==> src/rtl/mem_port_arbiter_if.sv <==
// Bundle of the fetch, load/store and shared-memory handshakes around mem_port_arbiter.
// The slave modport is the arbiter's view; master is the core/memory environment.
interface mem_port_arbiter_if #(
  parameter int unsigned ADDR_WIDTH = 32
);
  logic                  instr_req;
  logic [ADDR_WIDTH-1:0] instr_addr;
  logic                  instr_gnt;
  logic                  instr_valid;
  logic [31:0]           instr_rdata;
  logic                  instr_err;

  logic                  data_req;
  logic                  data_wr;
  logic [ADDR_WIDTH-1:0] data_addr;
  logic [31:0]           data_wdata;
  logic [3:0]            data_byteen;
  logic                  data_gnt;
  logic                  data_valid;
  logic [31:0]           data_rdata;
  logic                  data_err;

  logic                  mem_req;
  logic                  mem_gnt;
  logic                  mem_wr;
  logic [ADDR_WIDTH-1:0] mem_addr;
  logic [31:0]           mem_wdata;
  logic [3:0]            mem_byteen;
  logic                  mem_rvalid;
  logic [31:0]           mem_rdata;
  logic                  mem_err;

  logic                  proto_err;

  modport slave (
    input  instr_req, instr_addr,
    output instr_gnt, instr_valid, instr_rdata, instr_err,
    input  data_req, data_wr, data_addr, data_wdata, data_byteen,
    output data_gnt, data_valid, data_rdata, data_err,
    output mem_req, mem_wr, mem_addr, mem_wdata, mem_byteen,
    input  mem_gnt, mem_rvalid, mem_rdata, mem_err,
    output proto_err
  );

  modport master (
    output instr_req, instr_addr,
    input  instr_gnt, instr_valid, instr_rdata, instr_err,
    output data_req, data_wr, data_addr, data_wdata, data_byteen,
    input  data_gnt, data_valid, data_rdata, data_err,
    input  mem_req, mem_wr, mem_addr, mem_wdata, mem_byteen,
    output mem_gnt, mem_rvalid, mem_rdata, mem_err,
    input  proto_err
  );
endinterface

==> src/rtl/mem_port_arbiter.sv <==
// Shares one in-order memory port between fetch and load/store; data wins by default,
// a starvation counter forces fetch after MAX_WAIT refusals, an owner FIFO routes responses.
module mem_port_arbiter #(
  parameter int unsigned ADDR_WIDTH      = 32,
  parameter int unsigned MAX_OUTSTANDING = 2,
  parameter int unsigned MAX_WAIT        = 4
) (
  input  logic              clk,
  input  logic              reset,
  mem_port_arbiter_if.slave bus
);
  localparam int unsigned CNT_W = $clog2(MAX_OUTSTANDING + 1);
  localparam int unsigned PTR_W = (MAX_OUTSTANDING > 1) ? $clog2(MAX_OUTSTANDING) : 1;
  localparam int unsigned SW    = $clog2(MAX_WAIT + 1);

  logic [MAX_OUTSTANDING-1:0] owner_q;
  logic [PTR_W-1:0]           wr_ptr;
  logic [PTR_W-1:0]           rd_ptr;
  logic [CNT_W-1:0]           count;
  logic [SW-1:0]              starve_cnt;
  logic                       proto_err_q;

  logic starved, sel_data, sel_instr, full, empty, req, push, pop, head;
  logic instr_gnt_int;

  function automatic logic [PTR_W-1:0] ptr_next(input logic [PTR_W-1:0] p);
    return (p == PTR_W'(MAX_OUTSTANDING - 1)) ? '0 : p + 1'b1;
  endfunction

  // Selection and FIFO control; everything is forced quiet while reset is high
  always_comb begin
    starved       = bus.instr_req && (starve_cnt == SW'(MAX_WAIT));
    sel_data      = bus.data_req && !starved;
    sel_instr     = bus.instr_req && !sel_data;
    full          = (count == CNT_W'(MAX_OUTSTANDING));
    empty         = (count == '0);
    req           = (bus.instr_req || bus.data_req) && !full && !reset;
    push          = req && bus.mem_gnt;
    pop           = bus.mem_rvalid && !empty && !reset;
    head          = owner_q[rd_ptr];
    instr_gnt_int = push && sel_instr;
  end

  // Request mux towards memory and grants back to the requesters
  always_comb begin
    bus.mem_req    = req;
    bus.mem_wr     = 1'b0;
    bus.mem_addr   = '0;
    bus.mem_wdata  = '0;
    bus.mem_byteen = '0;
    bus.instr_gnt  = instr_gnt_int;
    bus.data_gnt   = push && sel_data;
    if (req) begin
      if (sel_data) begin
        bus.mem_wr     = bus.data_wr;
        bus.mem_addr   = bus.data_addr;
        bus.mem_wdata  = bus.data_wdata;
        bus.mem_byteen = bus.data_byteen;
      end else begin
        bus.mem_addr   = bus.instr_addr;
        bus.mem_byteen = 4'hf;
      end
    end
  end

  // Response routing by the owner at the FIFO head; orphan responses are dropped
  always_comb begin
    bus.instr_valid = 1'b0;
    bus.instr_rdata = '0;
    bus.instr_err   = 1'b0;
    bus.data_valid  = 1'b0;
    bus.data_rdata  = '0;
    bus.data_err    = 1'b0;
    if (pop) begin
      if (head) begin
        bus.data_valid = 1'b1;
        bus.data_rdata = bus.mem_rdata;
        bus.data_err   = bus.mem_err;
      end else begin
        bus.instr_valid = 1'b1;
        bus.instr_rdata = bus.mem_rdata;
        bus.instr_err   = bus.mem_err;
      end
    end
  end

  assign bus.proto_err = proto_err_q;

  always_ff @(posedge clk or posedge reset) begin
    if (reset) begin
      owner_q     <= '0;
      wr_ptr      <= '0;
      rd_ptr      <= '0;
      count       <= '0;
      starve_cnt  <= '0;
      proto_err_q <= 1'b0;
    end else begin
      if (push) begin
        owner_q[wr_ptr] <= sel_data;
        wr_ptr          <= ptr_next(wr_ptr);
      end
      if (pop) rd_ptr <= ptr_next(rd_ptr);
      case ({push, pop})
        2'b10:   count <= count + CNT_W'(1);
        2'b01:   count <= count - CNT_W'(1);
        default: count <= count;
      endcase
      // Every refused cycle counts, whether lost to data, a full FIFO or mem_gnt low
      if (bus.instr_req && !instr_gnt_int) begin
        if (!starved) starve_cnt <= starve_cnt + SW'(1);
      end else begin
        starve_cnt <= '0;
      end
      if (bus.mem_rvalid && empty) proto_err_q <= 1'b1;
    end
  end
endmodule

==> src/flat_wrapper.sv <==
// flat-port wrapper written by rule: the top's interface ports become plain ports
module mem_port_arbiter_flat 
#(
  parameter int unsigned ADDR_WIDTH      = 32,
  parameter int unsigned MAX_OUTSTANDING = 2,
  parameter int unsigned MAX_WAIT        = 4
)
  (clk, reset, bus_instr_req, bus_instr_addr, bus_instr_gnt, bus_instr_valid, bus_instr_rdata, bus_instr_err, bus_data_req, bus_data_wr, bus_data_addr, bus_data_wdata, bus_data_byteen, bus_data_gnt, bus_data_valid, bus_data_rdata, bus_data_err, bus_mem_req, bus_mem_wr, bus_mem_addr, bus_mem_wdata, bus_mem_byteen, bus_mem_gnt, bus_mem_rvalid, bus_mem_rdata, bus_mem_err, bus_proto_err);
  mem_port_arbiter_if #(.ADDR_WIDTH(ADDR_WIDTH)) bus_i ();
  input  logic clk;
  input  logic reset;
  input wire logic [$bits(bus_i.instr_req)-1:0] bus_instr_req;
  input wire logic [$bits(bus_i.instr_addr)-1:0] bus_instr_addr;
  output wire logic [$bits(bus_i.instr_gnt)-1:0] bus_instr_gnt;
  output wire logic [$bits(bus_i.instr_valid)-1:0] bus_instr_valid;
  output wire logic [$bits(bus_i.instr_rdata)-1:0] bus_instr_rdata;
  output wire logic [$bits(bus_i.instr_err)-1:0] bus_instr_err;
  input wire logic [$bits(bus_i.data_req)-1:0] bus_data_req;
  input wire logic [$bits(bus_i.data_wr)-1:0] bus_data_wr;
  input wire logic [$bits(bus_i.data_addr)-1:0] bus_data_addr;
  input wire logic [$bits(bus_i.data_wdata)-1:0] bus_data_wdata;
  input wire logic [$bits(bus_i.data_byteen)-1:0] bus_data_byteen;
  output wire logic [$bits(bus_i.data_gnt)-1:0] bus_data_gnt;
  output wire logic [$bits(bus_i.data_valid)-1:0] bus_data_valid;
  output wire logic [$bits(bus_i.data_rdata)-1:0] bus_data_rdata;
  output wire logic [$bits(bus_i.data_err)-1:0] bus_data_err;
  output wire logic [$bits(bus_i.mem_req)-1:0] bus_mem_req;
  output wire logic [$bits(bus_i.mem_wr)-1:0] bus_mem_wr;
  output wire logic [$bits(bus_i.mem_addr)-1:0] bus_mem_addr;
  output wire logic [$bits(bus_i.mem_wdata)-1:0] bus_mem_wdata;
  output wire logic [$bits(bus_i.mem_byteen)-1:0] bus_mem_byteen;
  input wire logic [$bits(bus_i.mem_gnt)-1:0] bus_mem_gnt;
  input wire logic [$bits(bus_i.mem_rvalid)-1:0] bus_mem_rvalid;
  input wire logic [$bits(bus_i.mem_rdata)-1:0] bus_mem_rdata;
  input wire logic [$bits(bus_i.mem_err)-1:0] bus_mem_err;
  output wire logic [$bits(bus_i.proto_err)-1:0] bus_proto_err;
  assign bus_i.instr_req = bus_instr_req;
  assign bus_i.instr_addr = bus_instr_addr;
  assign bus_instr_gnt = bus_i.instr_gnt;
  assign bus_instr_valid = bus_i.instr_valid;
  assign bus_instr_rdata = bus_i.instr_rdata;
  assign bus_instr_err = bus_i.instr_err;
  assign bus_i.data_req = bus_data_req;
  assign bus_i.data_wr = bus_data_wr;
  assign bus_i.data_addr = bus_data_addr;
  assign bus_i.data_wdata = bus_data_wdata;
  assign bus_i.data_byteen = bus_data_byteen;
  assign bus_data_gnt = bus_i.data_gnt;
  assign bus_data_valid = bus_i.data_valid;
  assign bus_data_rdata = bus_i.data_rdata;
  assign bus_data_err = bus_i.data_err;
  assign bus_mem_req = bus_i.mem_req;
  assign bus_mem_wr = bus_i.mem_wr;
  assign bus_mem_addr = bus_i.mem_addr;
  assign bus_mem_wdata = bus_i.mem_wdata;
  assign bus_mem_byteen = bus_i.mem_byteen;
  assign bus_i.mem_gnt = bus_mem_gnt;
  assign bus_i.mem_rvalid = bus_mem_rvalid;
  assign bus_i.mem_rdata = bus_mem_rdata;
  assign bus_i.mem_err = bus_mem_err;
  assign bus_proto_err = bus_i.proto_err;
  mem_port_arbiter #(.ADDR_WIDTH(ADDR_WIDTH), .MAX_OUTSTANDING(MAX_OUTSTANDING), .MAX_WAIT(MAX_WAIT)) u_core (.clk(clk), .reset(reset), .bus(bus_i));
endmodule
==> config.mk <==
export PLATFORM = sky130hd
export DESIGN_NAME = mem_port_arbiter_flat
export DESIGN_NICKNAME = d
export VERILOG_FILES = /design/src/rtl/mem_port_arbiter_if.sv /design/src/rtl/mem_port_arbiter.sv /design/src/flat_wrapper.sv
export SDC_FILE = /design/constraint.sdc
export NUM_CORES = 1
export LEC_CHECK = 0
export CAP_MARGIN = 20
export CORE_AREA = 2 2 108 110
export CTS_BUF_LIST = sky130_fd_sc_hd__clkbuf_2
export DETAILED_ROUTE_END_ITERATION = 7
export DIE_AREA = 0 0 110 112
export PLACE_DENSITY = 0.62
export SLEW_MARGIN = 20
export SYNTH_ARGS = -nofsm -noshare
export SYNTH_HDL_FRONTEND = slang
export SYNTH_SLANG_ARGS = --single-unit
export TNS_END_PERCENT = 100
==> constraint.sdc <==
create_clock -name clk -period 4.75 [get_ports clk]
set_clock_uncertainty 0.2 [all_clocks]
set_input_delay 0.7125 -clock clk [delete_from_list [all_inputs] [get_ports clk]]
set_output_delay 0.7125 -clock clk [all_outputs]
set_load 0.05 [all_outputs]
# Word-level counts from Yosys, hierarchy flattened
# Index checks and enable logic that the tools add are counted.
[totals]
elab_cells = 71
register_bits = 10
input_bits = 140
[op_classes]
n_eq_ne = 5
reduce_logical = 22
magnitude_cmp = 3
n_addsub = 5
muxes = 30
[op_table]
columns = ["cell", "count"]
rows = [
  ["$mux 32", 8],
  ["$mux 1", 15],
  ["$logic_and 1x1->1", 13],
  ["$mux 4", 2],
  ["$logic_not 1->1", 6],
  ["$mux 3", 2],
  ["$eq 2x2->1 const B", 2],
  ["$lt 1x2->1 const B", 2],
  ["$pmux 2 s2", 1],
  ["$add 3x1->3 const B", 1],
  ["$eq 3x3->1 const B", 1],
  ["$add 1x1->1 const B", 2],
  ["$add 2x1->2 const B", 1],
  ["$bwmux 2", 1],
  ["$eq 2x1->1 const B", 1],
  ["$logic_not 2->1", 1],
  ["$ne 2x2->1 const B", 1],
  ["$reduce_bool 2->1", 1],
  ["$sub 2x1->2 const B", 1],
  ["$demux 1 s1", 1],
  ["$ge 1x1->1 const B", 1],
  ["$logic_or 1x1->1", 1],
]

# Longest topological paths before layout
[logic_depth]
word_depth = 10
depth_mapped = 7
ltp_nobuf = 5

# Worst setup path after synthesis
# Ideal clock, no wire load.
[synth_timing]
path_kind = "in2out"
start = "input port bus_data_req"
end = "output port bus_mem_addr[10]"
setup_slack_ns = 1.675
t_required_ns = 3.838
t_arrival_ns = 2.162
path_stages = 5
path_buffers = 2
cell_sequence = "buf_2 -> inv_1 -> clkbuf_1 -> o21ai_0 -> a21oi_1"
[synth_via]
elab_chain_cells = 4
word_cells_on_any_way = 6
cone_classes = "mux: 2; reduce/logical: 4"
[synth_rtl]
columns = ["item", "line", "rtl"]
rows = [
  ["start, declared", "flat_wrapper.sv:18", "input wire logic [$bits(bus_i.data_req)-1:0] bus_data_req;"],
  ["$logic_or 1x1->1", "mem_port_arbiter.sv:37", "req = (bus.instr_req || bus.data_req) && !full && !reset;"],
  ["$logic_and 1x1->1 (2 in a row)", "mem_port_arbiter.sv:37", ""],
  ["$mux 32 *", "mem_port_arbiter.sv:53", "if (req) begin"],
  ["end, declared", "flat_wrapper.sv:29", "output wire logic [$bits(bus_i.mem_addr)-1:0] bus_mem_addr;"],
]
# Mark *: on every way between the ends. The rest lies on a longest branch, timed or not.

# Worst setup path after layout
[layout_timing]
start = "input port reset"
end = "output port bus_instr_rdata[28]"
[layout_via]
elab_chain_cells = 3
[layout_rtl]
columns = ["item", "line", "rtl"]
rows = [
  ["start, declared", "flat_wrapper.sv:11", "input logic reset;"],
  ["$logic_not 1->1", "mem_port_arbiter.sv:39", "pop = bus.mem_rvalid && !empty && !reset;"],
  ["$logic_and 1x1->1", "mem_port_arbiter.sv:39", ""],
  ["$mux 32", "mem_port_arbiter.sv:74", "if (pop) begin"],
  ["end, declared", "flat_wrapper.sv:16", "output wire logic [$bits(bus_i.instr_rdata)-1:0] bus_instr_rdata;"],
]
# Every way passes these cells.

==> impl_metrics.toml <==
[outcome]
status = "finished, final reports clean"

[setup_path]
required_ps = 3840
cp_common_cell = "clkdlybuf4s50_1"
rr_worst_depth = 5
crit_type = "primary input to output pin"
regToRegEndpoint = "u_core.owner_q[1]"
start_kind = "primary input"
cp_num_buf_inv = 3
crit_chain = "clkdlybuf4s50_1 -> and2b_1 -> nor2b_4 -> buf_4 -> and3_1 -> clkdlybuf4s50_1"
reg2reg_from = "u_core.starve_cnt[0]"
critPathTopFamily = "buffers and inverters"
cp_slowest_cell = "clkdlybuf4s50_1"
slowest_delay_ps = 820
reg2reg_slack_ps = 2700
endpoint_kind = "output pin"
cp.arrival_ps = 3040
cp_max_fo = 69

[floorplanning]
initial_core_util_pct = 17.5
die-area_um2 = 12300
die_width_um = 110
rows = 39
chipHeight_um = 112
core_area_um2 = 11200
io_pins = 281

[layout]
final_nets = 696
final_area_um2 = 5430
drive_above_1_share_pct = 16.3
num_antenna_cells = 0
fillers = 1067
syn_to_final_growth_pct = 178

[hold_path]
holdPathStages = 1
hold-path-endpoint = "u_core.bus.proto_err"
hold_start = "u_core.bus.proto_err"
hp-class = "flop to flop"

[placed_design]
finalWeightedCongestion = 0.771
dpl.hpwl_mm = 8.66
place_area_um2 = 5410
port-buffer-count = 280

[global_routing]
met3_usage_pct = 5.04
grt_use_total_pct = 16.5
grt.overflow.total = 0
grt_max_degree = 70
grt_pass1_vias = 3257
grt_use_met1_pct = 17.7
busiest_layer = "met2"
antenna_found_initial = 0
grt_pass1_wl_mm = 16.4
use_met2_pct = 31.5

[synth]
yosysWarnings = 0
syn-cell-area_um2 = 1950
yosysSeqAreaShare_pct = 12.8
postSynthCellCount = 301
ys_types = 38
synth_fp_nets = 443
synthArstFlopShare_pct = 100
ys_ff_latch = 10
ys.flop_type = "dfrtp_1"
synth_edf_count = 0
avgSynthCellArea_um2 = 6.48

[power_and_ir_drop]
vdd_drop_max_v = 0.000148
swShare_pct = 56.8
clkPwrFrac_pct = 2.8
combinationalPowerShare_pct = 87.7
power_density_nw_per_um2 = 287
power.net_switching_w = 0.000885
p_leak_nw = 2.41
internal-power_w = 0.000673
p_seq_share_pct = 9.5

[sta]
timing.max_slew.rel_slack_pct = 56.5
hold_violations = 0
setup_viol = 0
period_minus_slack_ps = 3950
fin_hold_ws_ps = 258
max_freq_mhz = 253
finalSetupTns_ps = 0
rsz0062_at_grt = "no"
finalMaxSlewViolations = 0
tightest_slew_ps = 652
period_share_pct = 83.2

[detailed_routing]
dr.pass1.iters = 4
vias = 3254
drc = 0
drt_iter0_markers = 183
ant_nets = 0
avgRoutedWirePerCell_um = 16.0
vias_per_cell = 4.68
wl_mm = 11.1

[clock_network]
postCtsSetupBuffers = 0
htree_levels = 1
clkSlewWorstSetupHoldPaths_ps = 80
clockBufferDepth = 2
cts.sinks = 10
root_buffer = "clkbuf_2"
cts_tree = "yes"
clk_latency_ps = 250
cts_buffers = 3
cts.repair.resized = 0
postCtsHoldBufs = 0

[run]
maxCapViolCount = 0
power by group through the flow:
stage          combinational (W)   clock, W  sequential [W]
6_report                 0.00137  0.0000439        0.000148
5_1_grt                  0.00144  0.0000477        0.000154
4_1_cts                  0.00138  0.0000459        0.000148
3_5_place_dp             0.00137          0        0.000149
3_3_place_gp             0.00136          0        0.000147
2_1_floorplan           0.000806          0        0.000140
area by class of cell:
cell class / count / area (um2) / area share (%)
Tap cell: 143 / 179 / 3.30
Inverter: 5 / 18.8 / 0.346
Multi-Input combinational cell: 249 / 1500 / 27.7
Timing Repair Buffer: 285 / 3460 / 63.8
Sequential cell: 10 / 250 / 4.61
Clock buffer: 3 / 15.0 / 0.277
metal layers:
metal / routed length, um / share of wire, %
met1: 4150 / 37
met2: 5550 / 50
met3: 1300 / 12
met5: 0 / 0
met4: 138 / 1.2
cells by family after synthesis:
logic type | after synthesis | synth area share (%)
XOR/XNOR | 3 | 1.35
AND/OR/NAND/NOR | 162 | 49.9
AO/OA/AOI/OAI | 77 | 21.5
multiplexers | 5 | 2.76
adder cells (fa/ha/maj) | 2 | 1.28
buffers and inverters | 42 | 10.4
flip-flops | 10 | 12.8
worst max path at each step:
stage / from / end / cells after the start
floorplan: bus_data_req / bus_mem_addr[10] / 5
global placement: reset / bus_data_rdata[31] / 6
detailed placement: reset / bus_data_rdata[31] / 6
CTS: reset / bus_data_rdata[31] / 6
global route: bus_mem_rvalid / bus_data_rdata[31] / 6
finish: reset / bus_instr_rdata[28] / 6
cell usage after synthesis, types with 2 or more instances:
cell type / n / share of area, %
and3_1: 100 / 32
nand3_1: 37 / 9.5
a21oi_1: 33 / 8.5
o21ai_0: 33 / 8.5
clkbuf_1: 27 / 5.2
dfrtp_1: 10 / 13
buf_6: 5 / 2.9
inv_1: 4 / 0.77
nand2_1: 4 / 0.77
nor2_1: 4 / 0.77
o21a_1: 4 / 1.5
buf_2: 3 / 0.77
mux2_2: 3 / 1.7
and2_1: 2 / 0.64
ha_1: 2 / 1.3
mux2i_1: 2 / 1.0
nand2b_1: 2 / 0.64
nand3b_1: 2 / 0.77
nand4_1: 2 / 0.64
nor3_1: 2 / 0.51
o22ai_1: 2 / 0.64
xor2_1: 2 / 0.90
stage by stage:
step	util, %	setup WS [ps]	total power [W]	instances
global placement	48.4	795	0.00151	692
CTS	48.6	791	0.00157	695
detailed placement	48.4	806	0.00152	692
floorplan	-	1680	0.000947	301
global route	48.6	664	0.00164	695
finish	48.6	797	0.00156	695
state kept, by name (all words and copies together) (netlist names):
name,flops
u_core.starve_cnt,3
u_core.count,2
u_core.owner_q,2
u_core.bus.proto_err,1
u_core.rd_ptr,1
u_core.wr_ptr,1
placed cells by master, fill, tap and decap left out, drive strengths merged:
cell type,netlist,final
o21ai,33,33
and2b,1,1
o21bai,1,1
xnor2,1,1
buf,9,77
inv,5,5
ha,2,2
clkbuf,28,3
o21a,4,4
clkdlybuf4s50,0,208
nor2b,2,2
mux2,3,3
nand2,5,5
nand4b,1,1
nand3,37,37
o211ai,1,1
a21o,1,1
o31ai,1,1
xor2,2,2
o21ba,1,1
mux2i,2,2
a21oi,33,33
nand3b,2,2
and3,101,101
o22ai,2,2
dfrtp,10,10
nand2b,2,2
nor2,5,5
and2,2,2
nor3,2,2
nand4,2,2
Note: power is estimated with default switching activity, not from simulation.
